**src/rtl/pong_pkg.sv**
```systemverilog
// Shared Pong definitions: match-state encoding, winner codes and default playfield size
// used by the match sequencer, ball block and paddle blocks.
package pong_pkg;

  typedef enum logic [1:0] {
    ST_IDLE      = 2'd0,
    ST_SERVE     = 2'd1,
    ST_RUNNING   = 2'd2,
    ST_GAME_OVER = 2'd3
  } state_e;

  localparam logic [1:0] WIN_NONE = 2'b00;
  localparam logic [1:0] WIN_P1   = 2'b01;
  localparam logic [1:0] WIN_P2   = 2'b10;

  localparam int DEFAULT_GAME_WIDTH  = 40;
  localparam int DEFAULT_GAME_HEIGHT = 30;

endpackage

```
**src/rtl/pong_game_ctrl_paddle_hit.sv**
```systemverilog
// Combinational paddle hit test: is the ball row inside [paddle_y, paddle_y + height)?
module pong_paddle_hit #(
  parameter int c_PADDLE_HEIGHT = 6
) (
  input  logic [5:0] ball_y,
  input  logic [5:0] paddle_y,
  output logic       hit
);

  logic [6:0] paddle_end;

  // Extra bit so a paddle near row 63 does not wrap back to the top.
  assign paddle_end = {1'b0, paddle_y} + 7'(c_PADDLE_HEIGHT);
  assign hit        = (ball_y >= paddle_y) && ({1'b0, ball_y} < paddle_end);

endmodule

```
**src/rtl/pong_game_ctrl.sv**
```systemverilog
// Pong match sequencer: serve delay, miss detection at both paddle columns,
// score keeping and winner declaration.
module pong_game_ctrl
  import pong_pkg::*;
#(
  parameter int c_GAME_WIDTH    = DEFAULT_GAME_WIDTH,
  parameter int c_GAME_HEIGHT   = DEFAULT_GAME_HEIGHT,
  parameter int c_PADDLE_HEIGHT = 6,
  parameter int c_SERVE_DELAY   = 25000000,
  parameter int c_SCORE_LIMIT   = 9
) (
  input  logic       i_Clk,
  input  logic       i_Rst,
  input  logic       i_Start,
  input  logic [5:0] i_Ball_X,
  input  logic [5:0] i_Ball_Y,
  input  logic [5:0] i_Paddle_Y_P1,
  input  logic [5:0] i_Paddle_Y_P2,
  output logic       o_Game_Active,
  output logic [3:0] o_P1_Score,
  output logic [3:0] o_P2_Score,
  output logic [1:0] o_Winner,
  output logic [1:0] o_State
);

  localparam int         c_CNT_W    = (c_SERVE_DELAY > 1) ? $clog2(c_SERVE_DELAY) : 1;
  localparam logic [c_CNT_W-1:0] c_CNT_LAST = c_CNT_W'(c_SERVE_DELAY - 1);
  localparam logic [3:0] c_LIMIT    = 4'(c_SCORE_LIMIT);
  localparam logic [5:0] c_RIGHT_X  = 6'(c_GAME_WIDTH - 1);

  if (c_SCORE_LIMIT < 1 || c_SCORE_LIMIT > 15 || c_PADDLE_HEIGHT > c_GAME_HEIGHT
      || c_SERVE_DELAY < 1) begin : g_bad_params
    $error("pong_game_ctrl: illegal parameter combination");
  end

  state_e               state_q, state_d;
  logic [c_CNT_W-1:0]   cnt_q, cnt_d;
  logic [3:0]           p1_score_q, p1_score_d;
  logic [3:0]           p2_score_q, p2_score_d;
  logic [1:0]           winner_q, winner_d;
  logic                 active_q, active_d;

  logic                 p1_hit, p2_hit;
  logic                 left_miss, right_miss;
  logic [3:0]           p1_score_inc, p2_score_inc;

  pong_paddle_hit #(.c_PADDLE_HEIGHT(c_PADDLE_HEIGHT)) u_hit_p1 (
    .ball_y   (i_Ball_Y),
    .paddle_y (i_Paddle_Y_P1),
    .hit      (p1_hit)
  );

  pong_paddle_hit #(.c_PADDLE_HEIGHT(c_PADDLE_HEIGHT)) u_hit_p2 (
    .ball_y   (i_Ball_Y),
    .paddle_y (i_Paddle_Y_P2),
    .hit      (p2_hit)
  );

  assign left_miss    = (i_Ball_X == 6'd0) && !p1_hit;
  assign right_miss   = (i_Ball_X == c_RIGHT_X) && !p2_hit;
  assign p1_score_inc = (p1_score_q == c_LIMIT) ? p1_score_q : p1_score_q + 4'd1;
  assign p2_score_inc = (p2_score_q == c_LIMIT) ? p2_score_q : p2_score_q + 4'd1;

  always_comb begin
    state_d    = state_q;
    cnt_d      = cnt_q;
    p1_score_d = p1_score_q;
    p2_score_d = p2_score_q;
    winner_d   = winner_q;

    unique case (state_q)
      ST_IDLE, ST_GAME_OVER: begin
        if (i_Start) begin
          state_d    = ST_SERVE;
          cnt_d      = '0;
          p1_score_d = '0;
          p2_score_d = '0;
          winner_d   = WIN_NONE;
        end
      end
      ST_SERVE: begin
        if (cnt_q == c_CNT_LAST) begin
          state_d = ST_RUNNING;
          cnt_d   = '0;
        end else begin
          cnt_d = cnt_q + 1'b1;
        end
      end
      ST_RUNNING: begin
        // Leaving RUNNING on the first miss cycle is what keeps a parked ball from scoring twice.
        if (left_miss) begin
          p2_score_d = p2_score_inc;
          cnt_d      = '0;
          if (p2_score_inc == c_LIMIT) begin
            state_d  = ST_GAME_OVER;
            winner_d = WIN_P2;
          end else begin
            state_d = ST_SERVE;
          end
        end else if (right_miss) begin
          p1_score_d = p1_score_inc;
          cnt_d      = '0;
          if (p1_score_inc == c_LIMIT) begin
            state_d  = ST_GAME_OVER;
            winner_d = WIN_P1;
          end else begin
            state_d = ST_SERVE;
          end
        end
      end
      default: state_d = ST_IDLE;
    endcase

    active_d = (state_d == ST_RUNNING);
  end

  always_ff @(posedge i_Clk or posedge i_Rst) begin
    if (i_Rst) begin
      state_q    <= ST_IDLE;
      cnt_q      <= '0;
      p1_score_q <= '0;
      p2_score_q <= '0;
      winner_q   <= WIN_NONE;
      active_q   <= 1'b0;
    end else begin
      state_q    <= state_d;
      cnt_q      <= cnt_d;
      p1_score_q <= p1_score_d;
      p2_score_q <= p2_score_d;
      winner_q   <= winner_d;
      active_q   <= active_d;
    end
  end

  assign o_Game_Active = active_q;
  assign o_P1_Score    = p1_score_q;
  assign o_P2_Score    = p2_score_q;
  assign o_Winner      = winner_q;
  assign o_State       = state_q;

endmodule

```
**config.mk**
```make
export PLATFORM = sky130hd
export DESIGN_NAME = pong_game_ctrl
export DESIGN_NICKNAME = d
export VERILOG_FILES = /design/src/rtl/pong_pkg.sv /design/src/rtl/pong_game_ctrl_paddle_hit.sv /design/src/rtl/pong_game_ctrl.sv
export SDC_FILE = /design/constraint.sdc
export NUM_CORES = 1
export LEC_CHECK = 0
export BUFFER_PORTS_ARGS = -buffer_cell sky130_fd_sc_hd__buf_2
export CAP_MARGIN = 0
export CORE_MARGIN = 2
export CORE_UTILIZATION = 31
export DETAILED_ROUTE_END_ITERATION = 16
export PLACE_DENSITY = 0.52
export SLEW_MARGIN = 30
export SYNTH_ARGS = -nofsm -noshare
export SYNTH_HDL_FRONTEND = slang
export SYNTH_HIERARCHICAL = 1
export SYNTH_SLANG_ARGS = --single-unit
export TNS_END_PERCENT = 1
```
**constraint.sdc**
```tcl
create_clock -name i_Clk -period 3.04 [get_ports i_Clk]
set_clock_uncertainty 0.2 [all_clocks]
set_input_delay 0.304 -clock i_Clk [delete_from_list [all_inputs] [get_ports i_Clk]]
set_output_delay 0.304 -clock i_Clk [all_outputs]
set_load 0.005 [all_outputs]
```
# == Yosys cells after proc, flatten, opt, wreduce, memory -nomap -nowiden ==
# Cells that the tools add are included.
# totals
output_inout_bits,13
input_bits,27
regBits,38
# op_classes
muxes,26
add_sub_neg,5
n_reduce_logical,14
n_eq_ne,17
magnitude_cmp,4
# op_table
op,n
25-bit two-way mux,4
25-bit case mux with 3 select lines,1
25-bit by 1-bit adder with 25-bit output (second input constant),1
25-bit == test (second input constant),1
4-bit two-way mux,6
2-bit two-way mux,11
4-bit == test (second input constant),4
4-bit case mux with 2 select lines,2
6-bit by 3-bit adder with 7-bit output (second input constant),2
6-bit by 7-bit less-than comparator with 1-bit output,2
6-bit greater-or-equal comparator,2
3-bit != test (second input constant),3
4-bit by 1-bit adder with 4-bit output (second input constant),2
2-bit != test (second input constant),4
2-bit == test (second input constant),3
6-bit == test (second input constant),1
6-bit logical NOT,1
2-bit case mux with 3 select lines,1
5-bit AND reduction,1
1-bit logical AND,4
2-bit case mux with 2 select lines,1
4-bit AND reduction,1
3-bit AND reduction,1
2-bit by 1-bit == test with 1-bit output (second input constant),1
5 further kinds,6

# == Logic depth before layout (Yosys ltp) ==
# logic_depth
depth_word,9
mapped_depth,16
depth_no_buf,14

# == Modules after synthesis ==
# Netlist, hierarchy kept.
# modules_own_cells
module,area_each_um2,n_inst,cells_per_inst,seq_area_each_um2
pong_game_ctrl,2393.5,1,259,950.9
pong_paddle_hit,302.8,2,39,0.0

# == Worst setup path after synthesis ==
# Ideal clock, no wire load.
# synth_path
kind,input to register
start,in i_Paddle_Y_P1[1]
end,reg cnt_q[3]
path_buffers,2
setup_time_ns,0.123
stages,16
required_ns,2.717
setup_slack_ns,0.194
arrival_ns,2.523
cell_sequence,inv_1 -> ha_1 -> nor3_1 -> xnor2_1 -> ha_1 -> o21ai_1 -> nand2b_1 -> a31oi_1 -> nor4_1 -> a21o_1 -> buf_2 -> o21ai_2 -> buf_2 -> nor3_1 -> a21oi_1 -> o21ai_1
# synth_between
elab_chain_len,7
elab_cells_between_ends,10
cone_classes,add/sub (1); order compare (2); eq/ne (1); mux (2); reduce/logical (4)
# synth_lines
element,line,text
"start, declared",pong_game_ctrl.sv:17,"input logic [5:0] i_Paddle_Y_P1,"
6-bit by 3-bit adder with 7-bit output,pong_game_ctrl_paddle_hit.sv:13,"assign paddle_end = {1'b0, paddle_y} + 7'(c_PADDLE_HEIGHT);"
6-bit by 7-bit less-than comparator with 1-bit output,pong_game_ctrl_paddle_hit.sv:14,"assign hit = (ball_y >= paddle_y) && ({1'b0, ball_y} < paddle_end);"
1-bit logical AND (*),pong_game_ctrl_paddle_hit.sv:14,
named net p1_hit,pong_game_ctrl.sv:43,"logic p1_hit, p2_hit;"
1-bit logical NOT (*),pong_game_ctrl.sv:59,assign left_miss = (i_Ball_X == 6'd0) && !p1_hit;
1-bit logical AND (*),pong_game_ctrl.sv:59,
25-bit two-way mux or 3-bit != test (tied branches),--,
25-bit case mux with 3 select lines or 2-bit AND reduction (tied branches),--,
"end signal, assigned",pong_game_ctrl.sv:127,cnt_q <= cnt_d;
"end, declared",pong_game_ctrl.sv:37,"logic [c_CNT_W-1:0] cnt_q, cnt_d;"
# The timed path passes the listed nets; every way through them passes the cells marked *.
# A chain may end at the register's enable or synchronous reset.

# == Worst setup path in the final report ==
# layout_path
start,in i_Paddle_Y_P2[1]
end,"reg active_q, in the netlist o_Game_Active"
# layout_between
elab_chain_len,9
elab_cells_between_ends,10
cone_classes,add/sub (1); order compare (2); eq/ne (1); mux (3); reduce/logical (3)
# layout_lines
element,line,text
"start, declared",pong_game_ctrl.sv:18,"input logic [5:0] i_Paddle_Y_P2,"
6-bit by 3-bit adder with 7-bit output,pong_game_ctrl_paddle_hit.sv:13,
6-bit by 7-bit less-than comparator with 1-bit output,pong_game_ctrl_paddle_hit.sv:14,
1-bit logical AND (*),pong_game_ctrl_paddle_hit.sv:14,
named net p2_hit,pong_game_ctrl.sv:43,
1-bit logical NOT (*),pong_game_ctrl.sv:60,assign right_miss = (i_Ball_X == c_RIGHT_X) && !p2_hit;
1-bit logical AND (*),pong_game_ctrl.sv:60,
2-bit two-way mux (*),pong_game_ctrl.sv:100,end else if (right_miss) begin
2-bit two-way mux (*),pong_game_ctrl.sv:91,if (left_miss) begin
2-bit case mux with 3 select lines (*),pong_game_ctrl.sv:71,unique case (state_q)
2-bit == test (*),pong_game_ctrl.sv:114,active_d = (state_d == ST_RUNNING);
named net active_d,pong_game_ctrl.sv:41,"logic active_q, active_d;"
"end signal, assigned",pong_game_ctrl.sv:131,active_q <= active_d;
"end, declared",pong_game_ctrl.sv:41,
# Marked as above.

==> results.md <==
- Run status: completed
- Nets: 453
- Post-synthesis register bit count: 38
- Ports: 40
- Inserted Clock Buffers: 5
- Most frequent cell after synthesis: dfrtp_1
- Setup slack, reg-to-reg: 0.54 ns
- Max Cap Viol: 0
- GP Congestion: 0.8200
- # diodes: 0
- RR Endpoint: o_Game_Active
- Setup repair after global routing missed its margin: no
- Vias in the first global route: 2488
- TNS Setup: 0 ns
- Final WL: 7.030 mm
- Worst Max-Slew Pin Slew: 0.5164 ns
- Area Growth Syn to Fin: 18.82%
- DR vias: 2642
- Pre-antenna DRT Iters: 6
- Share of layout cells above drive strength 1: 0.2273
- Metal3 WL: 322 um
- Final setup vio count: 0
- Synth warnings: 6
- Cell Count, Final, Fillers Out: 525
- CTS max path bufs: 2
- Grt ovf: 0
- GRT Util Overall: 0.1448
- Ys async rst share: 1.000
- Min-delay worst type: input port to register
- Total power: 1.431 mW
- Final ANT Viol Nets: 0
- Crit. End Element: register
- Post-Route M1 WL: 3.528 mm
- Critical path origin: i_Paddle_Y_P2[1]
- Rows: 35
- Register area share after synthesis: 0.3171
- Crit path launch type: input port
- Max FO, Critical Path: 5
- Port bufs: 39
- Reg2reg start: o_P2_Score[0]
- Post-route cell area: 3563 um^2
- Synth Flop Type: dfrtp_1
- Pwr dens: 401.4 nW/um^2
- CP arrival: 2.84 ns
- Logic gate share of total power: 0.352
- Placed Cells: 516
- Core area: 9328 um^2
- Via density: 5.032
- Final Max Tran Viols: 0
- DR WL met2: 3.106 mm
- Cells after Synth: 337
- Final-report hold violation count: 0
- Die height: 102.4 um
- Seq pwr share: 0.392
- Critical path endpoint: o_Game_Active
- P_leak: 1.629 nW
- Fmax: 0.3477 GHz
- R2R depth: 6
- Largest net degree at the start of global routing: 39
- Initial drt markers: 111
- Sw frac: 0.3597
- Net Sw Power: 0.5146 mW
- Worst-Skew Late Latency: 0.30 ns
- Clk root buf: clkbuf_8
- Clk slew on worst S/H paths: 0.07 ns
- CTS H-Tree Depth: 2
- Post-synth EDFFs: 0
- Highest routed metal layer: met4
- Drt drc: 0
- Initial antenna violation count: 0
- Synth cell types: 60
- DP Area: 3452 um^2
- Largest cells by area after synthesis: dfrtp_1 (32%), ha_1 (13%), nand3_1 (3.7%), xnor2_1 (3.5%), o21ai_0 (3.3%)
- Hpwl dp: 5.408 mm
- Post-CTS Setup Bufs: 0
- Post-Syn Nets: 395
- Die area: 10480 um^2
- Required @ worst endpoint: 3.01 ns
- Clk pwr share: 0.256
- Netlist Area Pre-Place: 2999 um^2
- Normalized max-slew margin: 0.6557
- Post-synth top area share: 0.3171
- Sink Count: 38
- Internal power: 0.9159 mW
- First-pass GRT wire length: 11.94 mm
- Post-Synthesis Mean Instance Area: 8.899 um^2
- Die Wd: 102.4 um
- Period utilization: 0.9460
- Min Hold Slack: 0.1838 ns
- Maximum vdd drop: 153.3 uV
- Min cycle time layout: 2.876 ns
- Initial Util: 0.3215
- CTS tree: built
- WS Path Type: input port to register
- WL/cell: 13.39 um
- Top cells by count, synth: dfrtp_1 (38), ha_1 (31), nand2_1 (26), inv_1 (24), nand3_1 (22)
- Leading area contributor after synthesis: dfrtp_1
-- through the flow --
stage,setup WS (ns),util
finish,0.1640,0.3820
global route,0.02613,0.3820
CTS,0.1638,0.3810
detailed placement,-0.1392,0.3701
global placement,-0.002915,0.3701
floorplan,0.1941,-
-- routing by layer --
layer	track usage	up-vias
met2	0.2217	50
met5	0	-
li1	-	1331
met3	0.03694	10
met1	0.2066	1251
met4	0.03077	0
-- repair_timing --
item,CTS,global route
endpoints found under the setup margin,0,22
resized for setup,0,3
endpoints found under the hold margin,38,0
hold buffers,1,0
-- final cells by class --
cell class / count / area (um^2)
clock buffer: 7 / 86.33
clock inverter: 1 / 5.005
fill: 967 / 5764
inverter: 24 / 90.09
multi-input combinational: 270 / 1932
sequential: 38 / 950.9
tap: 129 / 161.4
timing repair buffer: 56 / 337.8
-- power groups by stage --
stage	registers (mW)	clock network (mW)	logic (mW)
6_report	0.561	0.366	0.503
5_1_grt	0.565	0.406	0.574
4_1_cts	0.561	0.379	0.507
3_5_place_dp	0.571	0	0.504
3_3_place_gp	0.570	0	0.495
2_1_floorplan	0.563	0	0.336
-- registers in the layout, indices dropped and copies added, names as in the netlist --
name	count
o_Game_Active	1
o_Winner	2
o_State	2
o_P1_Score	4
o_P2_Score	4
cnt_q	25
-- worst min path at each step --
stage / from / end / slack, ns / cells after the start
2_1_floorplan: cnt_q[5] / cnt_q[5] / 0.26 / 1
3_3_place_gp: i_Rst / o_P1_Score[3] / 0.26 / 3
3_5_place_dp: i_Rst / o_P1_Score[3] / 0.26 / 3
4_1_cts: i_Start / o_State[1] / 0.18 / 4
5_1_grt: i_Start / o_Winner[1] / 0.23 / 4
6_report: i_Start / o_State[1] / 0.18 / 4
-- cells in the final DEF (no fill, tap or decap), drive strengths merged, types with 5 or more instances in the layout --
master and instances:
nand3 23, nand2 27, clkbuf 7, dfrtp 38, inv 24, nor3 15
ha 31, xor2 9, a21o 8, buf 55, nor2 31, nand4 5
xnor2 12, o21ai 30, nand2b 9, a21oi 11
-- cells by family (layout without fill, tap and decap cells) --
logic type,count (synthesis),in the layout,share of synthesized area
simple gates,140,140,0.2712
flops,38,38,0.3171
fa+ha+maj,31,31,0.1293
compound gates,76,76,0.1723
xor+xnor,21,21,0.06133
mux,2,2,0.006675
buf+inv,29,88,0.04214
-- worst max-delay path, cell delays in order --
cell,delay (ns)
buf_2,0.09
inv_1,0.05
ha_1,0.22
nor3_1,0.18
xnor2_1,0.11
ha_1,0.28
o21ai_1,0.06
nand2b_1,0.06
a31oi_1,0.16
nor3_4,0.32
buf_4,0.20
nand3_1,0.16
a211o_1,0.32
a31oi_1,0.32
(Power assumes the default switching activity.)
